--- src/rtl/de_uop_queue.sv ---
// de_uop_queue
//   Decode-to-AG micro-op queue. It buffers up to DEPTH decoded bundles so
//   that decode keeps running while AG is stalled. Issue is held while the
//   head uop has a register dependency. When SERIALIZE_JMP is set, enqueue
//   is blocked behind a jump uop until jmp_resolve. A flush empties the queue.
//
// Ports
//   clk, rst_n          clock, asynchronous active-low reset
//   de_v/de_uop/de_jmp  decode bundle in; de_ready is the accept handshake
//   reg_dep             head uop has an unresolved register dependency
//   mem_dep/mr_stall/mw_stall  AG stall sources (combined into ld_ag)
//   flush               synchronous redirect flush
//   jmp_resolve         outstanding jump resolved (one-cycle pulse)
//   ag_vin/ag_uop/ag_jmp  head entry toward AG (zeroed when empty)
//   ld_ag               AG latch load enable
//   count/full/empty    occupancy status
module de_uop_queue #(
   parameter int unsigned DEPTH         = 4,
   parameter int unsigned UOP_W         = 256,
   parameter int unsigned SERIALIZE_JMP = 1
) (
   input  logic                       clk,
   input  logic                       rst_n,
   input  logic                       de_v,
   input  logic [UOP_W-1:0]           de_uop,
   input  logic [2:0]                 de_jmp,
   output logic                       de_ready,
   input  logic                       reg_dep,
   input  logic                       mem_dep,
   input  logic                       mr_stall,
   input  logic                       mw_stall,
   input  logic                       flush,
   input  logic                       jmp_resolve,
   output logic                       ag_vin,
   output logic [UOP_W-1:0]           ag_uop,
   output logic [2:0]                 ag_jmp,
   output logic                       ld_ag,
   output logic [$clog2(DEPTH+1)-1:0] count,
   output logic                       full,
   output logic                       empty
);

   localparam int unsigned PTR_W = $clog2(DEPTH);
   localparam int unsigned CNT_W = $clog2(DEPTH+1);

   typedef enum logic {RUN, WAIT_JMP} state_e;

   state_e                  state_q, state_d;
   logic [PTR_W-1:0]        rd_ptr_q, rd_ptr_d;
   logic [PTR_W-1:0]        wr_ptr_q, wr_ptr_d;
   logic [CNT_W-1:0]        count_q, count_d;
   logic [UOP_W-1:0]        uop_mem_q [DEPTH];
   logic [2:0]              jmp_mem_q [DEPTH];

   logic stall;
   logic push;
   logic pop;

   assign stall    = mem_dep | mr_stall | mw_stall;
   assign ld_ag    = !stall;

   assign full     = (count_q == CNT_W'(DEPTH));
   assign empty    = (count_q == '0);
   assign count    = count_q;

   assign ag_vin   = !empty && !reg_dep && !flush;
   assign ag_uop   = empty ? '0 : uop_mem_q[rd_ptr_q];
   assign ag_jmp   = empty ? '0 : jmp_mem_q[rd_ptr_q];

   // No full pass-through: a full queue refuses even when it pops this cycle.
   assign de_ready = !full && (state_q == RUN) && !flush;

   assign push     = de_v && de_ready;
   assign pop      = ag_vin && ld_ag;

   always_comb begin
      rd_ptr_d = rd_ptr_q;
      wr_ptr_d = wr_ptr_q;
      count_d  = count_q;
      state_d  = state_q;
      if (flush) begin
         rd_ptr_d = '0;
         wr_ptr_d = '0;
         count_d  = '0;
         state_d  = RUN;
      end else begin
         if (push) wr_ptr_d = wr_ptr_q + PTR_W'(1);
         if (pop)  rd_ptr_d = rd_ptr_q + PTR_W'(1);
         if (push && !pop)      count_d = count_q + CNT_W'(1);
         else if (pop && !push) count_d = count_q - CNT_W'(1);
         if (SERIALIZE_JMP != 0) begin
            // A jump push takes priority over a coincident resolve.
            if (push && (de_jmp != 3'd0))
               state_d = WAIT_JMP;
            else if ((state_q == WAIT_JMP) && jmp_resolve)
               state_d = RUN;
         end
      end
   end

   always_ff @(posedge clk or negedge rst_n) begin
      if (!rst_n) begin
         rd_ptr_q <= '0;
         wr_ptr_q <= '0;
         count_q  <= '0;
         state_q  <= RUN;
      end else begin
         rd_ptr_q <= rd_ptr_d;
         wr_ptr_q <= wr_ptr_d;
         count_q  <= count_d;
         state_q  <= state_d;
      end
   end

   // Storage is not reset; outputs are masked while the queue is empty.
   always_ff @(posedge clk) begin
      if (push) begin
         uop_mem_q[wr_ptr_q] <= de_uop;
         jmp_mem_q[wr_ptr_q] <= de_jmp;
      end
   end

endmodule

--- config.mk ---
export PLATFORM = sky130hd
export DESIGN_NAME = de_uop_queue
export DESIGN_NICKNAME = d
export VERILOG_FILES = /design/src/rtl/de_uop_queue.sv
export SDC_FILE = /design/constraint.sdc
export NUM_CORES = 1
export LEC_CHECK = 0
export ABC_AREA = 1
export CORE_ASPECT_RATIO = 0.8
export CORE_MARGIN = 2
export CORE_UTILIZATION = 46
export DETAILED_ROUTE_END_ITERATION = 10
export PLACE_DENSITY = 0.73
export RECOVER_POWER = 50
export SYNTH_ARGS = -nofsm -noshare
export SYNTH_HDL_FRONTEND = slang
export SYNTH_SLANG_ARGS = --single-unit
--- constraint.sdc ---
create_clock -name clk -period 39.4 [get_ports clk]
set_clock_uncertainty 0.15 [all_clocks]
set_input_delay 5.91 -clock clk [delete_from_list [all_inputs] [get_ports clk]]
set_output_delay 5.91 -clock clk [all_outputs]
set_load 0.01 [all_outputs]
==> flow_summary.yaml <==
run_status:
  outcome: "finished, violations left"
  violations: "capacitance limit, slew limit"
cts:
  cts.clk_slew.worst_paths_ns: 0.06
  hold_buffers: 0
  post_cts_resized: 0
  root_buffer: "clkbuf_16"
  post_cts_buffers: 0
  ctsLongestPathBuffers: 3
  clock_latency_ns: 0.65
  htree_num_levels: 3
  cts_sinks: 1044
  cts_tree: "done"
  cts_inserted_buffers: 101
power_and_ir_drop:
  p_comb_frac: 0.170
  powerDensity_nw_per_um2: 54.8
  switching_share: 0.248
  fin_total_pwr_mw: 2.74
  power.switching_mw: 0.681
  p_leak_nw: 16.7
  p_int_mw: 2.06
  power_frac_seq: 0.473
  clockPowerShare: 0.357
  ir_drop_mv: 0.0443
hold_path:
  hold_depth: 2
  min_to: "state_q"
  hold_path.startpoint: "state_q"
  hp-class: "reg -> reg"
place:
  dpl.hpwl_um: 51900
  placed_cell_area_um2: 46600
  place.port_buffers: 534
  gp_congestion: 0.763
floorplan:
  num_rows: 97
  die_y_um: 270
  die_w_um: 337
  floorplan.die_area_um2: 91100
  initial_core_util: 0.465
  core_area_um2: 87700
  io_pins: 535
layout:
  final_area_um2: 50100
  nNetsFinal: 3871
  fill_cells: 6819
  drive_gt1_frac: 0.0478
  final_core_utilization: 0.570
  area_growth_pct: 22.8
synthesis:
  synth_cell_type_count: 27
  syn_area_um2: 40800
  ys_top_cells_by_area: "edfxtp_1 (76%), nor2_1 (9.6%), o21ai_0 (6.3%)"
  synth_warnings: 0
  ys_seq_elements: 1044
  ys_seq_area_frac: 0.768
  syn_inst: 3129
  yosysTopAreaCell: "edfxtp_1"
  synth_nets: 3402
  synth_top_cell_area_share: 0.763
  avgSynthCellArea_um2: 13.0
critical_path:
  timing.rr.start: "count[1]"
  reg2regPathDepth: 6
  critPathLaunchType: "input port"
  rr_endpoint: "uop_mem_q[0][125]"
  worstSetupEndpointType: "flip-flop"
  crit_type: "in -> reg"
  rrSetupSlack_ns: 29.22
  worstPathRequired_ns: 39.52
  cp_max_fo: 148
  cp.arrival_ns: 15.72
grt:
  grt_usage: 0.199
  antenna_found_initial: 45
  grt-ovfl-total: 0
  grt_first_pass_wirelength_um: 141000
  grt_start_max_net_pins: 196
  grt_pass1_vias: 24270
sta:
  finalCritPeriodShare: 0.396
  holdWs_ns: 0.409
  slew_headroom: -5.55
  slew_violations: 302
  worst_pin_slew_ns: 9.83
  setup_viol: 0
  tns_ns: 0
  fmax_ghz: 0.0641
  min_period_ns: 15.60
  rsz0062_at_grt: "false"
  finalHoldViolations: 0
detailed_routing:
  dr.pass1.iters: 5
  via_per_inst: 5.21
  num_vias: 25542
  drc_errors: 0
  wl_per_cell_um: 19.3
  first_iter_violations: 2102
  ant_nets: 0
  drt_wl_total_um: 94400
job:
  maxCapViolCount: 4
[cells in the mapped netlist, drive strengths merged]
library cell  number
buf              140
dfrtp              8
clkbuf            60
nand4              3
edfxtp          1036
o21ai            521
o22ai              1
inv               20
clkinv             1
nor2            1047
fa                 1
xor2               1
nor3               1
ha                 4
nand3              4
a21oi            260
nand2             21
[how the worst max path moves through the flow]
stage,from,endpoint,depth (start not counted)
final,flush,uop_mem_q[0][125],6
after global routing,flush,uop_mem_q[0][125],6
after CTS,flush,de_ready,5
after detailed placement,flush,de_ready,5
after global placement,flush,de_ready,5
after floorplan,flush,jmp_mem_q[0][0],3
[kinds of logic (layout without fill, tap and decap cells)]
kind of cell	Yosys count	in the layout	synth area share
compound gates	782	782	0.0960
xor+xnor	1	1	0.000215
fa+ha+maj	5	5	0.00172
buf+inv	221	773	0.0347
flops	1044	1044	0.768
other cells	0	30	0
simple gates	1076	1076	0.0996
[final cells by class]
cell class              count  area, um2  share of cell area
clock buffers             123       2670              0.0534
multi-input cells        1864       8070               0.161
repair buffers            566       5610               0.112
inverters                  21        106             0.00212
flip-flops and latches   1044      31300               0.626
well taps                1188       1490              0.0297
diodes                     30       75.1             0.00150
clock inverters            63        722              0.0144
[registers in the layout (all words and copies together) (netlist names)]
| signal | count |
|---|---|
| count | 3 |
| jmp_mem_q | 12 |
| rd_ptr_q | 2 |
| state_q | 1 |
| uop_mem_q | 1024 |
| wr_ptr_q | 2 |
[power groups by stage]
stage | registers (mW) | logic (mW) | clock network (mW)
after floorplan | 1.34 | 0.191 | 0
after detailed placement | 1.32 | 0.473 | 0
after CTS | 1.29 | 0.478 | 0.997
final | 1.30 | 0.466 | 0.979
after global routing | 1.30 | 0.499 | 1.04
after global placement | 1.31 | 0.472 | 0
[per-layer routing]
layer,part of all wire,GRT usage,routed length (um)
met1,0.41,0.265,38600
met5,0.0024,0,231
met3,0.078,0.0515,7400
met4,0.021,0.0555,2000
met2,0.49,0.326,46200
[layout by cell type, fill, tap and decap left out, types with 4 or more instances in the layout]
cell and instances:
nor2_1 1044, edfxtp_1 1036, o21ai_0 510, clkdlybuf4s50_1 271
dlygate4sd3_1 263, a21oi_1 260, clkbuf_16 104, diode_2 30
clkinv_1 28, buf_4 25, clkbuf_1 23, nand2_1 21
inv_1 17, bufinv_16 14, clkinv_2 14, o21ai_1 11
dfrtp_1 6, nand3_1 4, ha_1 4
[through the flow]
stage / cells / worst slack [ns]
floorplan: 3129 / 21.41
global placement: 4683 / 26.11
detailed placement: 4683 / 26.10
CTS: 4869 / 26.10
global route: 4886 / 23.10
finish: 4899 / 23.80
[critical path, cell delays in order]
cell and delay [ns]:
dlygate4sd3_1 0.61, nor2_1 0.15, nand3_1 0.40, nor2_4 0.18, clkbuf_1 6.80, buf_4 1.43
No activity file was read; power rests on OpenSTA's default activity.
